**src/rtl/receiver_if.sv**
```systemverilog
// Signal bundle between the UART receive engine and its tick source, serial pad and consumer.
interface receiver_if;
   localparam int unsigned WORD_W = 8;

   logic              s_tick;
   logic              rx;
   logic [WORD_W-1:0] rx_dout;
   logic              rx_done_tick;
   logic              frame_err;

   modport master (
      output s_tick,
      output rx,
      input  rx_dout,
      input  rx_done_tick,
      input  frame_err
   );

   modport slave (
      input  s_tick,
      input  rx,
      output rx_dout,
      output rx_done_tick,
      output frame_err
   );
endinterface

```
**src/rtl/receiver.sv**
```systemverilog
// UART receive engine: 16x oversampled start/data/stop recovery with registered
// parallel word, one-cycle done strobe and framing-error flag.
module receiver #(
   parameter int unsigned DBIT    = 8,
   parameter int unsigned SB_TICK = 16
) (
   input  logic      clk,
   input  logic      reset_n,
   receiver_if.slave rx_if
);
   localparam int unsigned WORD_W = 8;
   localparam int unsigned CNT_W  = 4;
   localparam int unsigned BIT_W  = 3;

   localparam logic [CNT_W-1:0] START_MID = CNT_W'(7);
   localparam logic [CNT_W-1:0] BIT_LAST  = CNT_W'(15);
   localparam logic [CNT_W-1:0] STOP_LAST = CNT_W'(SB_TICK - 1);
   localparam logic [BIT_W-1:0] N_LAST    = BIT_W'(DBIT - 1);

   typedef enum logic [1:0] {S_IDLE, S_START, S_DATA, S_STOP} state_e;

   state_e            state_q, state_d;
   logic [1:0]        sync_q;
   logic              rx_prev_q;
   logic [CNT_W-1:0]  count_q, count_d;
   logic [BIT_W-1:0]  n_q, n_d;
   logic [WORD_W-1:0] b_reg_q, b_reg_d;
   logic [WORD_W-1:0] dout_q, dout_d;
   logic              done_q, done_d;
   logic              ferr_q, ferr_d;
   logic              rx_sync;
   logic              fall;

   assign rx_sync = sync_q[1];
   assign fall    = rx_prev_q & ~rx_sync;

   // Next-state: idle edge detect is ungated; every other step waits for s_tick.
   always_comb begin
      state_d = state_q;
      count_d = count_q;
      n_d     = n_q;
      b_reg_d = b_reg_q;
      dout_d  = dout_q;
      done_d  = 1'b0;
      ferr_d  = ferr_q;
      case (state_q)
         S_IDLE: begin
            if (fall) begin
               count_d = '0;
               state_d = S_START;
            end
         end
         S_START: begin
            if (rx_if.s_tick) begin
               if (count_q == START_MID) begin
                  if (!rx_sync) begin
                     count_d = '0;
                     n_d     = '0;
                     state_d = S_DATA;
                  end else begin
                     state_d = S_IDLE;
                  end
               end else begin
                  count_d = count_q + 1'b1;
               end
            end
         end
         S_DATA: begin
            if (rx_if.s_tick) begin
               if (count_q == BIT_LAST) begin
                  count_d = '0;
                  b_reg_d = {rx_sync, b_reg_q[WORD_W-1:1]};
                  if (n_q == N_LAST) begin
                     state_d = S_STOP;
                  end else begin
                     n_d = n_q + 1'b1;
                  end
               end else begin
                  count_d = count_q + 1'b1;
               end
            end
         end
         S_STOP: begin
            if (rx_if.s_tick) begin
               if (count_q == STOP_LAST) begin
                  // Shifted in from the top, so a short word sits left-aligned.
                  dout_d  = b_reg_q >> (WORD_W - DBIT);
                  ferr_d  = ~rx_sync;
                  done_d  = 1'b1;
                  state_d = S_IDLE;
               end else begin
                  count_d = count_q + 1'b1;
               end
            end
         end
         default: state_d = S_IDLE;
      endcase
   end

   always_ff @(posedge clk or negedge reset_n) begin
      if (!reset_n) begin
         sync_q    <= 2'b11;
         rx_prev_q <= 1'b1;
         state_q   <= S_IDLE;
         count_q   <= '0;
         n_q       <= '0;
         b_reg_q   <= '0;
         dout_q    <= '0;
         done_q    <= 1'b0;
         ferr_q    <= 1'b0;
      end else begin
         sync_q    <= {sync_q[0], rx_if.rx};
         rx_prev_q <= rx_sync;
         state_q   <= state_d;
         count_q   <= count_d;
         n_q       <= n_d;
         b_reg_q   <= b_reg_d;
         dout_q    <= dout_d;
         done_q    <= done_d;
         ferr_q    <= ferr_d;
      end
   end

   assign rx_if.rx_dout      = dout_q;
   assign rx_if.rx_done_tick = done_q;
   assign rx_if.frame_err    = ferr_q;
endmodule

```
**src/flat_wrapper.sv**
```systemverilog
// flat-port wrapper written by rule: the top's interface ports become plain ports
module receiver_flat 
#(
   parameter int unsigned DBIT    = 8,
   parameter int unsigned SB_TICK = 16
)
  (clk, reset_n, rx_if_s_tick, rx_if_rx, rx_if_rx_dout, rx_if_rx_done_tick, rx_if_frame_err);
  receiver_if rx_if_i ();
  input  logic clk;
  input  logic reset_n;
  input wire logic [$bits(rx_if_i.s_tick)-1:0] rx_if_s_tick;
  input wire logic [$bits(rx_if_i.rx)-1:0] rx_if_rx;
  output wire logic [$bits(rx_if_i.rx_dout)-1:0] rx_if_rx_dout;
  output wire logic [$bits(rx_if_i.rx_done_tick)-1:0] rx_if_rx_done_tick;
  output wire logic [$bits(rx_if_i.frame_err)-1:0] rx_if_frame_err;
  assign rx_if_i.s_tick = rx_if_s_tick;
  assign rx_if_i.rx = rx_if_rx;
  assign rx_if_rx_dout = rx_if_i.rx_dout;
  assign rx_if_rx_done_tick = rx_if_i.rx_done_tick;
  assign rx_if_frame_err = rx_if_i.frame_err;
  receiver #(.DBIT(DBIT), .SB_TICK(SB_TICK)) u_core (.clk(clk), .reset_n(reset_n), .rx_if(rx_if_i));
endmodule
```
**config.mk**
```make
export PLATFORM = sky130hd
export DESIGN_NAME = receiver_flat
export DESIGN_NICKNAME = d
export VERILOG_FILES = /design/src/rtl/receiver_if.sv /design/src/rtl/receiver.sv /design/src/flat_wrapper.sv
export SDC_FILE = /design/constraint.sdc
export NUM_CORES = 1
export LEC_CHECK = 0
export ABC_AREA = 1
export BUFFER_PORTS_ARGS = -buffer_cell sky130_fd_sc_hd__buf_2
export CAP_MARGIN = 20
export CORE_MARGIN = 2
export CORE_UTILIZATION = 55
export CTS_CLUSTER_SIZE = 14
export DETAILED_ROUTE_END_ITERATION = 8
export PLACE_DENSITY = 0.78
export SETUP_SLACK_MARGIN = 0.4
export SLEW_MARGIN = 20
export SYNTH_ARGS = -nofsm -noshare
export SYNTH_HDL_FRONTEND = slang
export SYNTH_SLANG_ARGS = --single-unit
```
**constraint.sdc**
```tcl
create_clock -name clk -period 1.5 [get_ports clk]
set_input_delay 0.3 -clock clk [delete_from_list [all_inputs] [get_ports clk]]
set_output_delay 0.3 -clock clk [all_outputs]
set_load 0.005 [all_outputs]
```
== Yosys cells after proc, flatten, opt, wreduce, memory -nomap -nowiden ==
Index checks and enable logic that the tools add are counted.

* Register bits: 30
* Output and inout bits: 10

* Bitwise gates (word level): 2
* Add/sub/neg operators: 2
* Multiplexer cells: 29
* Reduce and logical (&&, ||, !) cells: 7
* Eq/ne operators: 18

{| class="wikitable"
|+ Operator list
! operator !! count
|-
| $mux W4 || 8
|-
| $mux W2 || 9
|-
| $mux W3 || 6
|-
| $pmux W4 S4 || 1
|-
| $ne A2 B2 Y1 const B || 6
|-
| $ne A2 B1 Y1 const B || 5
|-
| $pmux W2 S4 || 1
|-
| $reduce_and A8 Y1 || 1
|-
| $reduce_and A7 Y1 || 1
|-
| $pmux W3 S2 || 1
|-
| $reduce_and A3 Y1 || 2
|-
| $reduce_and A6 Y1 || 1
|-
| $add A4 B1 Y4 const B || 1
|-
| $eq A2 B2 Y1 const B || 2
|-
| $eq A4 B3 Y1 const B || 1
|-
| $eq A4 B4 Y1 const B || 1
|-
| $add A3 B1 Y3 const B || 1
|-
| $eq A3 B3 Y1 const B || 1
|-
| $mux W1 || 3
|-
| $ne A3 B3 Y1 const B || 1
|-
| $eq A2 B1 Y1 const B || 1
|-
| $logic_not A2 Y1 || 1
|-
| $reduce_bool A2 Y1 || 1
|-
| $and A1 B1 Y1 || 1
|-
| $not A1 Y1 || 1
|}

== Longest topological paths before layout ==
* Depth after elaboration: 5
* Depth in mapped cells: 9
* Mapped depth without buffers: 9

== Least setup slack after synthesis ==
OpenSTA, ideal clock, no wires.

* Path type: reg2reg
* Start point: register u_core.n_q[0]
* End point: register u_core.n_q[0]
* Data arrival time: 1.255 ns
* Path buffers: 0
* Setup time: 0.116 ns
* Slack: 0.128 ns
* Stages on the path, launching flop included: 9
* Data required time: 1.384 ns
* Cell sequence: dfrtp_1 ha_1 ha_1 inv_1 nor2_1 nor3_2 nand2_1 nand2_1 nand2_1

* Cells in the longest elaborated chain, start to end: 5
* Elaborated cells between the ends (all ways): 8
* Classes of those cells: add/sub (1); eq/ne (2); mux (4); reduce/logical (1)

{| class="wikitable"
|+ Ends and longest elaborated chain
! element !! line !! text
|-
| start, declared || receiver.sv:26 || <nowiki>logic [BIT_W-1:0] n_q, n_d;</nowiki>
|-
| start signal, assigned || receiver.sv:116 || <nowiki>n_q <= n_d;</nowiki>
|-
| $add A3 B1 Y3 || receiver.sv:76 || <nowiki>n_d = n_q + 1'b1;</nowiki>
|-
| $mux W3 || receiver.sv:73 || <nowiki>if (n_q == N_LAST) begin</nowiki>
|-
| $mux W3 || receiver.sv:70 || <nowiki>if (count_q == BIT_LAST) begin</nowiki>
|-
| $mux W3 || receiver.sv:69 || <nowiki>if (rx_if.s_tick) begin</nowiki>
|-
| $pmux W3 S2 || receiver.sv:46 || <nowiki>case (state_q)</nowiki>
|}

Parallel ways exist; a longest one is shown, timed or not. The select of a mux whose other input is x is not followed.
A chain may end at the register's enable or synchronous reset.

== Worst setup path in the final report ==
* Start point: register u_core.count_q[0]
* End point: register u_core.state_q[0]

* Cells in the longest elaborated chain, start to end: 3
* Elaborated cells between the ends (all ways): 6
* Classes of those cells: eq/ne (5); reduce/logical (1)

{| class="wikitable"
|+ Ends and longest elaborated chain
! element !! line !! text
|-
| start, declared || receiver.sv:25 || <nowiki>logic [CNT_W-1:0] count_q, count_d;</nowiki>
|-
| start signal, assigned || receiver.sv:115 || <nowiki>count_q <= count_d;</nowiki>
|-
| $eq A4 B4 Y1 or $eq A4 B3 Y1 (tied branches) || receiver.sv:70, receiver.sv:85, receiver.sv:55 ||
|-
| $ne A2 B1 Y1 (no line) || -- ||
|-
| $reduce_and A8 Y1 (no line) * || -- ||
|-
| end signal, assigned || receiver.sv:114 || <nowiki>state_q <= state_d;</nowiki>
|-
| end, declared || receiver.sv:22 || <nowiki>state_e state_q, state_d;</nowiki>
|}

Mark *: on every way between the ends. The rest lies on a longest branch, timed or not.

==> impl_metrics.sql <==
INSERT INTO impl_metrics (metric_group, metric, value, unit) VALUES
('run_status', 'outcome', 'complete, but fails checks', ''),
('run_status', 'violated_checks', 'hold timing', ''),
('power', 'power_per_cell_area', '1410', 'mW/mm^2'),
('critical_path', 'path_max_fanout', '4', ''),
('clocking', 'worst_setup_hold_path_clk_slew', '90', 'ps'),
('layout', 'utilization_after_layout', '0.740', ''),
('synth', 'synthTopCellsByArea', 'dfrtp_1 45%, nand2_1 12%, o21ai_2 6.4%', ''),
('global_route', 'grt_pass1_vias', '1181', ''),
('clocking', 'cts-buffers-inserted', '5', ''),
('floorplanning', 'dieArea', '0.00317', 'sq mm'),
('power', 'total_switching_power', '1.04', 'mW'),
('clocking', 'cts-root-buf', 'clkbuf_4', ''),
('detailed_routing', 'drt.antenna.violating_nets', '0', ''),
('timing', 'slew_viol_final', '0', ''),
('power', 'clk_network_pwr_share', '0.186', ''),
('timing', 'hold_violations', '6', ''),
('critical_path', 'cp-start-kind', 'flip-flop', ''),
('synth', 'synth-edff-count', '0', ''),
('global_route', 'grt_pass1_wl', '5.18', 'mm'),
('detailed_routing', 'wl', '3.06', 'mm'),
('floorplanning', 'starting_density', '0.591', ''),
('power', 'power_frac_comb', '0.431', ''),
('critical_path', 'worst-setup-path-type', 'reg -> reg', ''),
('power', 'leakage_power_total', '0.931', 'nW'),
('timing', 'rsz0062_at_grt', 'true', ''),
('flow_run', 'drv.max_cap_violation_count', '0', ''),
('global_route', 'grt_antenna_before_repair', '0', ''),
('power', 'power_switching_share', '0.393', ''),
('critical_path', 'timing.critical_path.mode_cell', 'nand2_1', ''),
('detailed_routing', 'post_drt_wl_per_cell', '13.4', 'microns'),
('synth', 'post_synthesis_cell_type_with_the_largest_combined_area', 'dfrtp_1', ''),
('synth', 'synth.lib_cells_used.distinct', '24', ''),
('floorplanning', 'chipWidth', '56.3', 'microns'),
('timing', 'min_period', '1370', 'ps'),
('synth', 'synth_top_cell_area_share', '0.449', ''),
('synth', 'synth.most_common_cell', 'nand2_1', ''),
('floorplanning', 'placementRows', '18', ''),
('synth', 'synth_sequential_area_ratio', '0.501', ''),
('synth', 'number_of_storage_elements_in_the_synthesis_netlist', '30', ''),
('floorplanning', 'floorplan.die.height', '56.3', 'microns'),
('synth', 'synth_async_sr_flop_share', '1.00', ''),
('global_route', 'gr-total-overflow', '0', ''),
('timing', 'whs', '-19.7', 'ps'),
('placement', 'worst_slack_at_placement', '23.2', 'ps'),
('floorplanning', 'ioPinCount', '14', ''),
('clocking', 'cts-root-to-sink-buffers', '2', ''),
('critical_path', 'timing.critical_path.cells', 'ha_4 > nand3_4 > nand2_1 > nand2_2 > nor2_4 > nand2_1 > nand2_1 > nand2_1', ''),
('placement', 'place.gp.congestion', '0.816', ''),
('floorplanning', 'fp.coreArea', '0.00254', 'sq mm'),
('layout', 'antenna_diode_count', '0', ''),
('critical_path', 'crit_slowest_cell', 'dfrtp_1', ''),
('power', 'p_int', '1.61', 'mW'),
('timing', 'timing_worst_slew_pin_value', '645', 'ps'),
('layout', 'final_net_count', '205', ''),
('power', 'share_seq_of_total_power', '0.383', ''),
('worst_hold_path', 'timing.hold.worst.class', 'in -> async', ''),
('clocking', 'htree_num_levels', '2', ''),
('critical_path', 'worst_ep_arrival_time', '1600', 'ps'),
('timing', 'worst_max_slew_margin_expressed_relative_to_the_limit', '0.570', ''),
('power', 'peakVddDrop', '0.931', 'mV'),
('layout', 'final_cell_count_no_fill', '229', ''),
('synth', 'mappedNetlistNets', '172', ''),
('layout', 'drive_above_1_share', '0.432', ''),
('critical_path', 'critical_path_required', '1720', 'ps'),
('timing', 'setup_total_negative_slack', '0', 'ps'),
('timing', 'timing.final.setup_violations', '0', ''),
('global_route', 'grt_util_all_layers', '0.215', ''),
('critical_path', 'max_stage_delay', '410', 'ps'),
('detailed_routing', 'detail_route.first_pass.iterations', '4', ''),
('synth', 'syn-mean-instance-area', '9.12', 'sq um'),
('detailed_routing', 'drc', '0', '');
==> layout by cell type (no fill, tap or decap), drive strengths merged <==
cell / instances
nand2: 54
buf: 30
dfrtp: 27
o21ai: 22
inv: 18
nor2: 15
nand3: 12
clkbuf: 8
dfstp: 3
ha: 3
nand4: 2
nor3: 2
clkinv: 1
a21oi: 1
xor2: 1
==> path summary, 6_finish.rpt <==
path	end	cells past startpoint	slack, ps	from
setup reg to reg	u_core.state_q[0]$_DFFE_PN0P_	8	130	u_core.count_q[0]$_DFFE_PN0P_
min in group clk	u_core.sync_q[0]$_DFF_PN1_	1	70	rx_if_rx
max in group asynchronous	async pin	1	1040	reset_n
hold / removal	u_core.count_q[2]$_DFFE_PN0P_	1	-20	reset_n
setup / recovery	u_core.state_q[0]$_DFFE_PN0P_	8	130	u_core.count_q[0]$_DFFE_PN0P_
hold reg to reg	u_core.sync_q[1]$_DFF_PN1_	0	360	u_core.sync_q[0]$_DFF_PN1_
==> per-layer routing <==
layer / GRT usage / vias up / wire length, microns
li1: - / 588 / -
met1: 0.255 / 576 / 1300
met2: 0.351 / 44 / 1500
met3: 0.0783 / 13 / 190
met4: 0.0918 / 0 / 76
met5: 0 / - / 0
==> cell families (layout without fill, tap and decap cells) <==
family | count (synthesis) | in the layout | synth area share
and+or+nand+nor | 85 | 85 | 0.285
DFF | 30 | 30 | 0.501
AOI/OAI and AO/OA | 23 | 23 | 0.104
buffers and inverters | 23 | 57 | 0.0790
adders and majority gates | 3 | 3 | 0.0249
xor gates and xnor gates | 1 | 1 | 0.00582
==> what timing repair did <==
action	CTS	global route
hold buffers	0	0
pin swaps	9	10
gates resized for setup	16	10
buffers inserted	11	5
endpoints found under the hold margin	0	0
setup endpoints to repair	37	37
==> power groups by stage <==
| stage | Combinational (mW) | Sequential, mW | Clock (mW) |
|---|---|---|---|
| after global routing | 1.24 | 1.03 | 0.561 |
| final | 1.14 | 1.01 | 0.492 |
| after detailed placement | 0.720 | 1.05 | 0 |
| after floorplan | 0.702 | 0.970 | 0 |
| after global placement | 0.689 | 1.05 | 0 |
| after CTS | 0.982 | 1.01 | 0.510 |
==> state kept, by name, summed over array words and instances (netlist names), named ones only <==
| signal | cells |
|---|---|
| u_core.b_reg_q | 8 |
| u_core.state_q | 1 |
| u_core.rx_prev_q | 1 |
| u_core.sync_q | 2 |
| u_core.n_q | 3 |
| u_core.rx_if.rx_dout | 8 |
| u_core.rx_if.rx_done_tick | 1 |
| u_core.rx_if.frame_err | 1 |
| u_core.count_q | 4 |
==> worst max-delay path, delay by kind of cell (launching register included) <==
| family | cells | cell delay (ps) |
|---|---|---|
| AND/OR/NAND/NOR | 7 | 680 |
| flip-flops | 1 | 410 |
| adder cells (fa/ha/maj) | 1 | 180 |
==> layout make-up <==
class                   count  area, sq um  share of cell area
repair buffers             30          225               0.120
flip-flops and latches     30          757               0.402
inverters                  19         76.3              0.0405
well taps                  30         37.5              0.0199
multi-input cells         112          729               0.387
clock buffers               8         58.8              0.0312
==> per-stage QoR <==
| step | power, mW | instance area, sq um |
|---|---|---|
| 2_1_floorplan | 1.67 | 1530 |
| 3_3_place_gp | 1.74 | 1600 |
| 5_1_grt | 2.83 | 1880 |
| 6_report | 2.65 | 1880 |
| 4_1_cts | 2.51 | 1820 |
| 3_5_place_dp | 1.77 | 1600 |
Note: power is estimated with default switching activity, not from simulation.
